`config.mk`:
```
export PLATFORM = sky130hd
export DESIGN_NAME = regbank_writeback
export DESIGN_NICKNAME = d
export VERILOG_FILES = /design/src/rtl/regbank_pkg.sv /design/src/rtl/wb_fifo.sv /design/src/rtl/regbank_writeback.sv
export SDC_FILE = /design/constraint.sdc
export NUM_CORES = 1
export LEC_CHECK = 0
export ABC_AREA = 0
export CORE_ASPECT_RATIO = 1.75
export CORE_MARGIN = 10
export CORE_UTILIZATION = 56
export CTS_CLUSTER_DIAMETER = 100
export DETAILED_ROUTE_END_ITERATION = 8
export DONT_BUFFER_PORTS = 1
export GPL_ROUTABILITY_DRIVEN = 0
export GPL_TIMING_DRIVEN = 0
export PLACE_DENSITY_LB_ADDON = 0.12
export SETUP_SLACK_MARGIN = 0.5
export SLEW_MARGIN = 10
export SYNTH_ARGS = -nofsm -noshare
export SYNTH_HDL_FRONTEND = slang
export SYNTH_SLANG_ARGS = --single-unit
```
`constraint.sdc`:
```
create_clock -name clk -period 3.4 [get_ports clk]
set_input_delay 0.51 -clock clk [delete_from_list [all_inputs] [get_ports clk]]
set_output_delay 0.51 -clock clk [all_outputs]
set_load 0.01 [all_outputs]
```
`src/rtl/regbank_pkg.sv`:
```
// Shared definitions for the register-bank write-back slice.
package regbank_pkg;

    localparam int REG_ADDR_W = 4;
    localparam int DATA_W     = 32;
    localparam int NUM_REGS   = 16;

    // One queued register-bank write.
    typedef struct packed {
        logic [REG_ADDR_W-1:0] addr;
        logic [DATA_W-1:0]     data;
        logic                  high;
    } wb_req_t;

endpackage

```
`src/rtl/wb_fifo.sv`:
```
// Small synchronous FIFO of write requests. DEPTH must be a power of two,
// so the pointers wrap naturally. The count is one bit wider than a pointer.
// full/empty come from the registered count only, with no same-cycle bypass.
module wb_fifo
    import regbank_pkg::*;
#(
    parameter int DEPTH = 2
) (
    input  logic    clk,
    input  logic    reset,
    input  logic    push,
    input  wb_req_t push_data,
    input  logic    pop,
    output wb_req_t pop_data,
    output logic    full,
    output logic    empty
);

    localparam int PTR_W = $clog2(DEPTH);
    localparam int CNT_W = PTR_W + 1;

    wb_req_t           mem [DEPTH];
    logic [PTR_W-1:0]  wr_ptr;
    logic [PTR_W-1:0]  rd_ptr;
    logic [CNT_W-1:0]  count;
    logic              do_push;
    logic              do_pop;

    assign full     = (count == CNT_W'(DEPTH));
    assign empty    = (count == '0);
    assign do_push  = push && !full;
    assign do_pop   = pop && !empty;
    assign pop_data = mem[rd_ptr];

    // Storage is data only; it needs no reset.
    always_ff @(posedge clk) begin
        if (do_push) begin
            mem[wr_ptr] <= push_data;
        end
    end

    // Pointer and occupancy bookkeeping.
    always_ff @(posedge clk or negedge reset) begin
        if (!reset) begin
            wr_ptr <= '0;
            rd_ptr <= '0;
            count  <= '0;
        end else begin
            if (do_push) wr_ptr <= wr_ptr + PTR_W'(1);
            if (do_pop)  rd_ptr <= rd_ptr + PTR_W'(1);
            case ({do_push, do_pop})
                2'b10:   count <= count + CNT_W'(1);
                2'b01:   count <= count - CNT_W'(1);
                default: count <= count;
            endcase
        end
    end

endmodule

```
`src/rtl/regbank_writeback.sv`:
```
// Write-side controller for the 16x32 register bank: merges execute results
// and buffered load returns onto the single write port, and keeps a pending
// scoreboard for decode hazards.
// Optional macro REGBANK_WB_CHECK_EN enables the sticky wb_err protocol check.
module regbank_writeback
    import regbank_pkg::*;
#(
    parameter int QDEPTH = 2
) (
    input  logic                  clk,
    input  logic                  reset,
    input  logic                  ex_valid,
    input  logic [REG_ADDR_W-1:0] ex_addr,
    input  logic [DATA_W-1:0]     ex_data,
    input  logic                  ex_high,
    input  logic                  ld_issue,
    input  logic [REG_ADDR_W-1:0] ld_addr,
    input  logic                  mem_valid,
    output logic                  mem_ready,
    input  logic [REG_ADDR_W-1:0] mem_addr,
    input  logic [DATA_W-1:0]     mem_data,
    input  logic [REG_ADDR_W-1:0] rd_addr_a,
    input  logic [REG_ADDR_W-1:0] rd_addr_b,
    output logic                  hazard,
    output logic [NUM_REGS-1:0]   pending,
    output logic [REG_ADDR_W-1:0] wb_addr,
    output logic [DATA_W-1:0]     wb_data,
    output logic                  wb_we,
    output logic                  wb_we_high,
    output logic                  wb_err
);

    logic          fifo_full;
    logic          fifo_empty;
    logic          mem_push;
    logic          fifo_pop;
    wb_req_t       fifo_in;
    wb_req_t       fifo_head;
    logic [NUM_REGS-1:0] pending_nxt;

    assign mem_ready = !fifo_full;
    assign mem_push  = mem_valid && !fifo_full;
    // Execute always owns the port; the queue drains only in free cycles.
    assign fifo_pop  = !ex_valid && !fifo_empty;

    // Loads are always full-word writes.
    assign fifo_in = '{addr: mem_addr, data: mem_data, high: 1'b0};

    wb_fifo #(
        .DEPTH (QDEPTH)
    ) u_fifo (
        .clk       (clk),
        .reset     (reset),
        .push      (mem_push),
        .push_data (fifo_in),
        .pop       (fifo_pop),
        .pop_data  (fifo_head),
        .full      (fifo_full),
        .empty     (fifo_empty)
    );

    // Scoreboard update: clear on pop of the load's write, then a new issue wins.
    always_comb begin
        pending_nxt = pending;
        if (fifo_pop && (fifo_head.addr != '0)) begin
            pending_nxt[fifo_head.addr] = 1'b0;
        end
        if (ld_issue && (ld_addr != '0)) begin
            pending_nxt[ld_addr] = 1'b1;
        end
    end

    // Scoreboard register.
    always_ff @(posedge clk or negedge reset) begin
        if (!reset) begin
            pending <= '0;
        end else begin
            pending <= pending_nxt;
        end
    end

    // Decode hazard; r0 is never a hazard, and the bank bypass covers the write cycle.
    assign hazard = ((rd_addr_a != '0) && pending[rd_addr_a]) ||
                    ((rd_addr_b != '0) && pending[rd_addr_b]);

    // Registered bank write port: execute first, else queue head, else idle.
    always_ff @(posedge clk or negedge reset) begin
        if (!reset) begin
            wb_addr    <= '0;
            wb_data    <= '0;
            wb_we      <= 1'b0;
            wb_we_high <= 1'b0;
        end else if (ex_valid) begin
            wb_addr    <= ex_addr;
            wb_data    <= ex_data;
            wb_we      <= (ex_addr != '0);
            wb_we_high <= ex_high;
        end else if (fifo_pop) begin
            wb_addr    <= fifo_head.addr;
            wb_data    <= fifo_head.data;
            wb_we      <= (fifo_head.addr != '0);
            wb_we_high <= fifo_head.high;
        end else begin
            wb_we      <= 1'b0;
            wb_we_high <= 1'b0;
        end
    end

`ifdef REGBANK_WB_CHECK_EN
    logic err_q;

    // Sticky error: WAW against an outstanding load, or a return nobody asked for.
    always_ff @(posedge clk or negedge reset) begin
        if (!reset) begin
            err_q <= 1'b0;
        end else if ((ex_valid && pending[ex_addr]) ||
                     (mem_push && (mem_addr != '0) && !pending[mem_addr])) begin
            err_q <= 1'b1;
        end
    end

    assign wb_err = err_q;
`else
    assign wb_err = 1'b0;
`endif

endmodule

```
==> results of run 1 <==
flip-flops by register name, summed over array words and instances, names as in the netlist:
signal and count:
u_fifo.mem 72, wb_data 32, pending 16, wb_addr 4, u_fifo.count 2, u_fifo.rd_ptr 1, u_fifo.wr_ptr 1, wb_we 1
wb_we_high 1
through the flow:
stage / total power, mW / worst slack (ns) / TNS, ns / util [%]
3_3_place_gp: 4.01 / -0.349 / -12.52 / 58.6
6_report: 5.84 / 1.03 / 0 / 65.8
4_1_cts: 5.89 / 1.00 / 0 / 65.8
3_5_place_dp: 4.12 / 1.40 / 0 / 59.3
2_1_floorplan: 3.63 / 0.707 / 0 / -
5_1_grt: 6.19 / 0.979 / 0 / 65.8
kinds of logic after synthesis:
| logic type | count (synthesis) | share of synthesized area, % |
|---|---|---|
| adder cells (fa/ha/maj) | 1 | 0.232 |
| XOR/XNOR | 5 | 0.811 |
| other | 1 | 0.0695 |
| AO/OA/AOI/OAI | 110 | 10.6 |
| AND/OR/NAND/NOR | 107 | 8.51 |
| flip-flops | 130 | 66.9 |
| multiplexers | 49 | 10.5 |
| buffers and inverters | 27 | 2.36 |
power by group through the flow:
stage / Sequential, mW / Combinational [mW] / Clock [mW]
global route: 2.65 / 1.70 / 1.84
detailed placement: 2.63 / 1.49 / 0
finish: 2.59 / 1.50 / 1.75
global placement: 2.62 / 1.39 / 0
floorplan: 2.50 / 1.12 / 0
CTS: 2.60 / 1.53 / 1.77
worst max-delay path: cells and delay by family, from the launching register on:
family | cells | cell delay [ns]
flops | 1 | 0.45
simple gates | 2 | 0.23
mux | 2 | 0.77
cell usage in the layout (no fill, tap or decap), types with 5 or more instances in the layout:
cell and instances:
a21oi_1 33, buf_4 6, clkbuf_1 10, clkbuf_16 17
dfrtp_1 58, edfxtp_1 72, mux2_2 5, mux2i_1 38
nand2_1 50, nor2_1 35, o21ai_0 63, o21ai_1 8
area by class of cell:
| class | count | area (µm²) |
|---|---|---|
| buffer | 23 | 113 |
| clock inverter | 14 | 138 |
| tap | 122 | 153 |
| clock buffer | 18 | 439 |
| inverter | 4 | 15.0 |
| sequential | 130 | 3610 |
| timing repair buffer | 4 | 92.6 |
| multi-input combinational | 273 | 1670 |
| fill | 699 | 3240 |
layer usage:
layer	up-vias	part of all wire, %	GRT usage [%]
li1	1601	-	-
met1	1706	32	18.0
met2	135	56	34.3
met3	14	11	9.18
met4	0	1.5	7.86
met5	-	0	0
timing repair:
item                                    in CTS  in global routing
endpoints found under the setup margin       0                  0
endpoints found under the hold margin       58                  0
setup buffers                                0                  0
resized for setup                            0                  0
hold buffers                                 2                  0
worst max-delay path by stage:
stage / from / end / slack, ns / cells past startpoint
final: pending[13] / hazard / 1.03 / 4
after global routing: pending[15] / hazard / 0.98 / 4
after detailed placement: rd_addr_b[0] / hazard / 1.40 / 4
after global placement: u_fifo.count[0] / u_fifo.mem[0][2] / -0.35 / 3
after floorplan: u_fifo.count[0] / u_fifo.mem[0][0] / 0.71 / 3
after CTS: pending[15] / hazard / 1.00 / 4
==> out/metrics.csv, run 1 <==
stage;metric;value;unit
layout;Non-Filler Instances;588;
sta;worst slew pin tran;0.552;ns
grt;vias in the first global route;3759;
power;PwrDens;937;mW/mm²
sta;worst hold margin;0.192;ns
drt;WL per Instance;22.5;µm
yosys;top-count cell post-synth;edfxtp_1;
layout;nets;544;
setup_path;CP Max Fanout;4;
drt;initial DRC count;125;
power;leakage power;2.45;nW
sta;Max-slew headroom;63.1;%
drt;total number of vias;3456;
drt;length of the first detailed-routing pass in iterations;6;
yosys;Yosys warning count;0;
min_path;min-delay src;mem_data[21];
yosys;synth cell count leaders;edfxtp_1, o21ai_0, dfrtp_1;
yosys;number of flops mapped to enable cells by yosys;72;
sta;FMAX;422;MHz
layout;Syn-to-layout area delta;15.4;%
setup_path;critical path class;reg -> out;
setup_path;CP peak stage delay;0.49;ns
yosys;ys async rst share;44.6;%
place;detailed placement HPWL;9620;µm
clock_tree;CTS Buffer Depth;2;
clock_tree;CTS sink cnt;130;
sta;setup violators final;0;
min_path;hold path depth;0;
power;Max VDD drop;0.587;mV
grt;global route overflow;0;
yosys;Seq/Total Area, Yosys;66.9;%
power;Comb pwr share;25.8;%
clock_tree;latest clock arrival within the worst-skew pair;0.41;ns
layout;Ant. Diodes;0;
yosys;biggest area consumer among synthesized cells;edfxtp_1;
yosys;Syn Inst Count;430;
floorplan;die area;0.0141;mm²
drt;WL final;13200;µm
yosys;top cell type's share of synthesized area;40.0;%
layout;final instance area;0.00623;mm²
power;sw frac;33.6;%
sta;crit share post-route;69.6;%
setup_path;CP cell instances;mux4_2, mux2_2, nand2_1, nand4_1;
power;P_sw;1.96;mW
sta;Max Slew Vio Count;0;
setup_path;Slowest-stage cell, CP;mux4_2;
power;internal power;3.88;mW
grt;largest net degree at the start of global routing;59;
setup_path;R2R Path Start;u_fifo.count[0];
floorplan;Initial Util;57.0;%
sta;RSZ-0062 raised after global routing;no;
layout;share of layout cells above drive strength 1;12.0;%
yosys;Area contributors post-synth;edfxtp_1, dfrtp_1, mux2i_1, o21ai_0, nand2_1;
setup_path;R2R setup slack;1.52;ns
yosys;Main synth FF type;edfxtp_1;
setup_path;crit path DAT;1.86;ns
power;Seq pwr share;44.3;%
yosys;synthesized area;0.00540;mm²
drt;Antenna Nets Post-Route;0;
yosys;synthesized area per cell;12.6;µm²
grt;initial antenna violation count;0;
status;status;complete, no violations;
clock_tree;CTS clock-pin slew for the worst setup and hold paths;0.06;ns
clock_tree;Max H-tree Level;4;
yosys;FF+latch count, synth;130;
floorplan;# rows;47;
sta;minimum clock period;2.37;ns
place;Port Buf Inserts;0;
power;Clk pwr share;29.9;%
sta;Clock Skew;0.00772;ns
clock_tree;Root Buffer Master;clkbuf_16;
floorplan;io pins;147;
floorplan;Die Width;94.2;µm
floorplan;area of the core;0.00947;mm²
setup_path;Reg2Reg Depth;4;
run;# Max-Cap Violations;0;
setup_path;CP Data Required Time;2.89;ns
min_path;worst hold path type;in -> reg;
setup_path;R2R Path End;u_fifo.mem[0][5];
grt;global-route wire length before repair;20400;µm
drt;drt drc;0;
place;placed inst area;0.00562;mm²
min_path;hold-critical path endpoint;u_fifo.mem[1][21];
setup_path;CP startpoint kind;flop;
floorplan;Chip Height;150;µm
sta;final hold vios;0;
clock_tree;cts bufs inserted;17;
setup_path;crit end category;primary output;
yosys;Cell variety after synth;37;
yosys;net count after synthesis;521;
place;Placed Cells;554;
drt;Vias/cell;5.88;
grt;GRT Total Usage;19.2;%
clock_tree;CTS tree;built;
Power figures use the tool's default switching activity.
==> run 2, diff against run 1 <==
--- a/config.mk
+++ b/config.mk
@@ -5,7 +5,7 @@
 export SDC_FILE = /design/constraint.sdc
 export NUM_CORES = 1
 export LEC_CHECK = 0
-export ABC_AREA = 0
+export ABC_AREA = 1
 export CORE_ASPECT_RATIO = 1.75
 export CORE_MARGIN = 10
 export CORE_UTILIZATION = 56
==> constraint.sdc (replaced) <==
create_clock -name clk -period 2.1 [get_ports clk]
set_input_delay 0.315 -clock clk [delete_from_list [all_inputs] [get_ports clk]]
set_output_delay 0.315 -clock clk [all_outputs]
set_load 0.01 [all_outputs]
==> out/metrics.csv, run 2 <==
stage;metric;value;unit;change
floorplan;Initial Util;56.5;%;was 57.0%
setup_path;Crit path top cell by count;nand3_2;;
setup_path;CP Data Required Time;1.78;ns;was 2.89 ns
floorplan;die area;0.0144;mm²;was 0.0141 mm²
yosys;Yosys warning count;0;;unchanged
layout;most frequent cells in the layout;nand2_1, edfxtp_1, dfrtp_1;;was edfxtp_1, o21ai_0, dfrtp_1
min_path;worst hold path type;in -> reg;;unchanged
drt;initial DRC count;205;;was 125
sta;RSZ-0062 raised after global routing;yes;;was no
sta;setup violators final;0;;unchanged
yosys;number of flops mapped to enable cells by yosys;72;;unchanged
run;# Max-Cap Violations;0;;unchanged
layout;fill count;716;;was 699
yosys;synthesized area;0.00554;mm²;was 0.00540 mm²
yosys;net count after synthesis;611;;was 521
layout;biggest regs;u_fifo.mem (72), wb_data (32), pending (16);;unchanged
power;PwrDens;1430;mW/mm²;was 937 mW/mm²
layout;Ant. Diodes;0;;unchanged
clock_tree;Root Buffer Master;clkbuf_16;;unchanged
sta;FMAX;578;MHz;
setup_path;critical path class;reg -> out;;unchanged
drt;Vias/cell;5.71;;was 5.88
yosys;synth cell count leaders;nand2_1, edfxtp_1, dfrtp_1;;was edfxtp_1, o21ai_0, dfrtp_1
setup_path;critical path's top delay family;flip-flops;;was multiplexers
drt;length of the first detailed-routing pass in iterations;4;;was 6
yosys;biggest area consumer among synthesized cells;edfxtp_1;;unchanged
yosys;ys async rst share;44.6;%;unchanged
setup_path;CP peak stage delay;0.44;ns;was 0.49 ns
layout;Syn-to-layout area delta;25.2;%;was 15.4%
clock_tree;CTS sink cnt;130;;unchanged
yosys;Syn Inst Count;520;;was 430
setup_path;CP Max Fanout;3;;was 4
power;Max VDD drop;1.30;mV;was 0.587 mV
sta;crit share post-route;82.3;%;
layout;share of layout cells above drive strength 1;20.0;%;was 12.0%
place;Placed Cells;645;;was 554
setup_path;CP bufs+invs;2;;was 0
clock_tree;CTS Buffer Depth;2;;unchanged
yosys;Main synth FF type;edfxtp_1;;unchanged
layout;Non-Filler Instances;726;;was 588
drt;WL per Instance;21.4;µm;was 22.5 µm
drt;total number of vias;4143;;was 3,456
clock_tree;latest clock arrival within the worst-skew pair;0.41;ns;about the same
yosys;FF+latch count, synth;130;;unchanged
yosys;synthesized area per cell;10.6;µm²;was 12.6 µm²
setup_path;CP cell instances;inv_2, nand2_1, nand3_2, nand3_2, nand3_2, nand2_1, inv_1, nand2_2;;was mux4_2, mux2_2, nand2_1, nand4_1
drt;drt drc;0;;unchanged
floorplan;Die Width;95.2;µm;was 94.2 µm
yosys;Area contributors post-synth;edfxtp_1, dfrtp_1, nand2_1, a21oi_1, o21ai_1;;was edfxtp_1, dfrtp_1, mux2i_1, o21ai_0, nand2_1
yosys;Seq/Total Area, Yosys;65.3;%;was 66.9%
setup_path;Slowest-stage cell, CP;dfrtp_1;;was mux4_2
status;status;complete, no violations;;unchanged
floorplan;io pins;147;;unchanged
floorplan;area of the core;0.00979;mm²;was 0.00947 mm²
grt;GRT Total Usage;22.2;%;was 19.2%
grt;global route overflow;0;;unchanged
layout;largest register by flop count;u_fifo.mem;;unchanged
setup_path;CP startpoint kind;flop;;unchanged
clock_tree;Max H-tree Level;4;;unchanged
layout;area occupied by multi-input gates;0.00173;mm²;was 0.00167 mm²
sta;Max Slew Vio Count;0;;unchanged
setup_path;crit end category;primary output;;unchanged
place;detailed placement HPWL;10500;µm;was 9620 µm
grt;vias in the first global route;4384;;was 3,759
yosys;Cell variety after synth;31;;was 37
floorplan;Chip Height;152;µm;was 150 µm
power;leakage power;2.79;nW;was 2.45 nW
drt;WL final;15500;µm;was 13,200 µm
layout;nets;679;;was 544
drt;Antenna Nets Post-Route;0;;unchanged
grt;global-route wire length before repair;23900;µm;was 20,400 µm
grt;largest net degree at the start of global routing;59;;unchanged
sta;final hold vios;0;;unchanged
layout;FF/Latch Area;0.00363;mm²;was 0.00361 mm²
setup_path;crit path DAT;1.41;ns;was 1.86 ns
layout;number of flip-flops in the largest register;72;;unchanged
clock_tree;CTS tree;built;;unchanged
grt;initial antenna violation count;0;;unchanged
sta;minimum clock period;1.73;ns;
layout;commonest non-fill, non-tap cell in the layout;nand2_1;;was edfxtp_1
clock_tree;CTS clock-pin slew for the worst setup and hold paths;0.06;ns;about the same
floorplan;# rows;48;;was 47
clock_tree;cts bufs inserted;17;;unchanged
place;Port Buf Inserts;0;;unchanged
yosys;top-count cell post-synth;nand2_1;;was edfxtp_1
yosys;top cell type's share of synthesized area;39.1;%;was 40.0%
sta;Clock Skew;0.00773;ns;was 0.00772 ns
sta;post-route setup TNS;0;ns;unchanged
[run 2: final timing paths]
| kind | end | startpoint | depth (start not counted) | slack (ns) |
|---|---|---|---|---|
| worst max-delay path | hazard | pending[4] | 8 | 0.37 |
| worst min-delay path | wb_data[30] | ex_data[30] | 2 | 0.04 |
| worst max register to register | u_fifo.count[1] | u_fifo.count[1] | 6 | 0.58 |
| worst min register to register | u_fifo.count[0] | u_fifo.count[0] | 1 | 0.54 |
| max in group asynchronous | u_fifo.count[0] | reset | 2 | 1.39 |
| min in group asynchronous | wb_data[16] | reset | 2 | 0.43 |
[run 2: area by class of cell]
class,instances,share of cell area (%)
Sequential cell,130,52.3
Clock buffer,19,6.25
Multi-Input combinational cell,332,24.9
Clock inverter,13,2.33
Inverter,37,2.08
Buffer,23,2.15
Timing Repair Buffer,47,7.65
Tap cell,125,2.26
[run 2: stage by stage]
step / hold slack (ns) / cell area [µm²] / setup WS (ns) / power [mW] / util (%)
after floorplan: 0.0194 / 5560 / 0.428 / 5.86 / -
after global placement: 0.0212 / 5720 / 0.0523 / 6.49 / 58.4
after detailed placement: 0.0216 / 5720 / 0.000652 / 6.60 / 58.4
after CTS: 0.0231 / 6900 / 0.356 / 9.89 / 70.5
after global routing: 0.0328 / 6930 / 0.275 / 10.4 / 70.8
final: 0.0382 / 6930 / 0.371 / 9.92 / 70.8
[run 2: repair_timing]
action,4_1_cts,5_1_grt
hold endpoints to repair,131,0
pin swaps,8,3
hold buffers,39,0
gates cloned,2,0
endpoints found under the setup margin,74,4
setup buffers,6,2
gates resized for setup,16,18
[run 2: cell families after synthesis]
kind of cell | share of synthesized area, %
simple gates | 16.4
flops | 65.3
compound gates | 12.3
buf+inv | 5.29
xor+xnor | 0.475
fa+ha+maj | 0.226
other cells | 0.0677
[run 2: metal layers]
layer  share of wire [%]  vias up  GRT usage [%]
met1                  34     2051           21.9
met4                 2.1        0           9.17
li1                    -     1909              -
met2                  57      162           40.8
met5                   0        -              0
met3                 7.2       21           7.10
[run 2: power by group]
group / leakage [nW] / total [mW] / internal (mW) / switching (mW)
Clock: 0.283 / 2.94 / 1.87 / 1.08
Sequential: 1.35 / 4.35 / 3.57 / 0.787
Combinational: 1.16 / 2.62 / 0.958 / 1.66
Total: 2.79 / 9.92 / 6.39 / 3.53
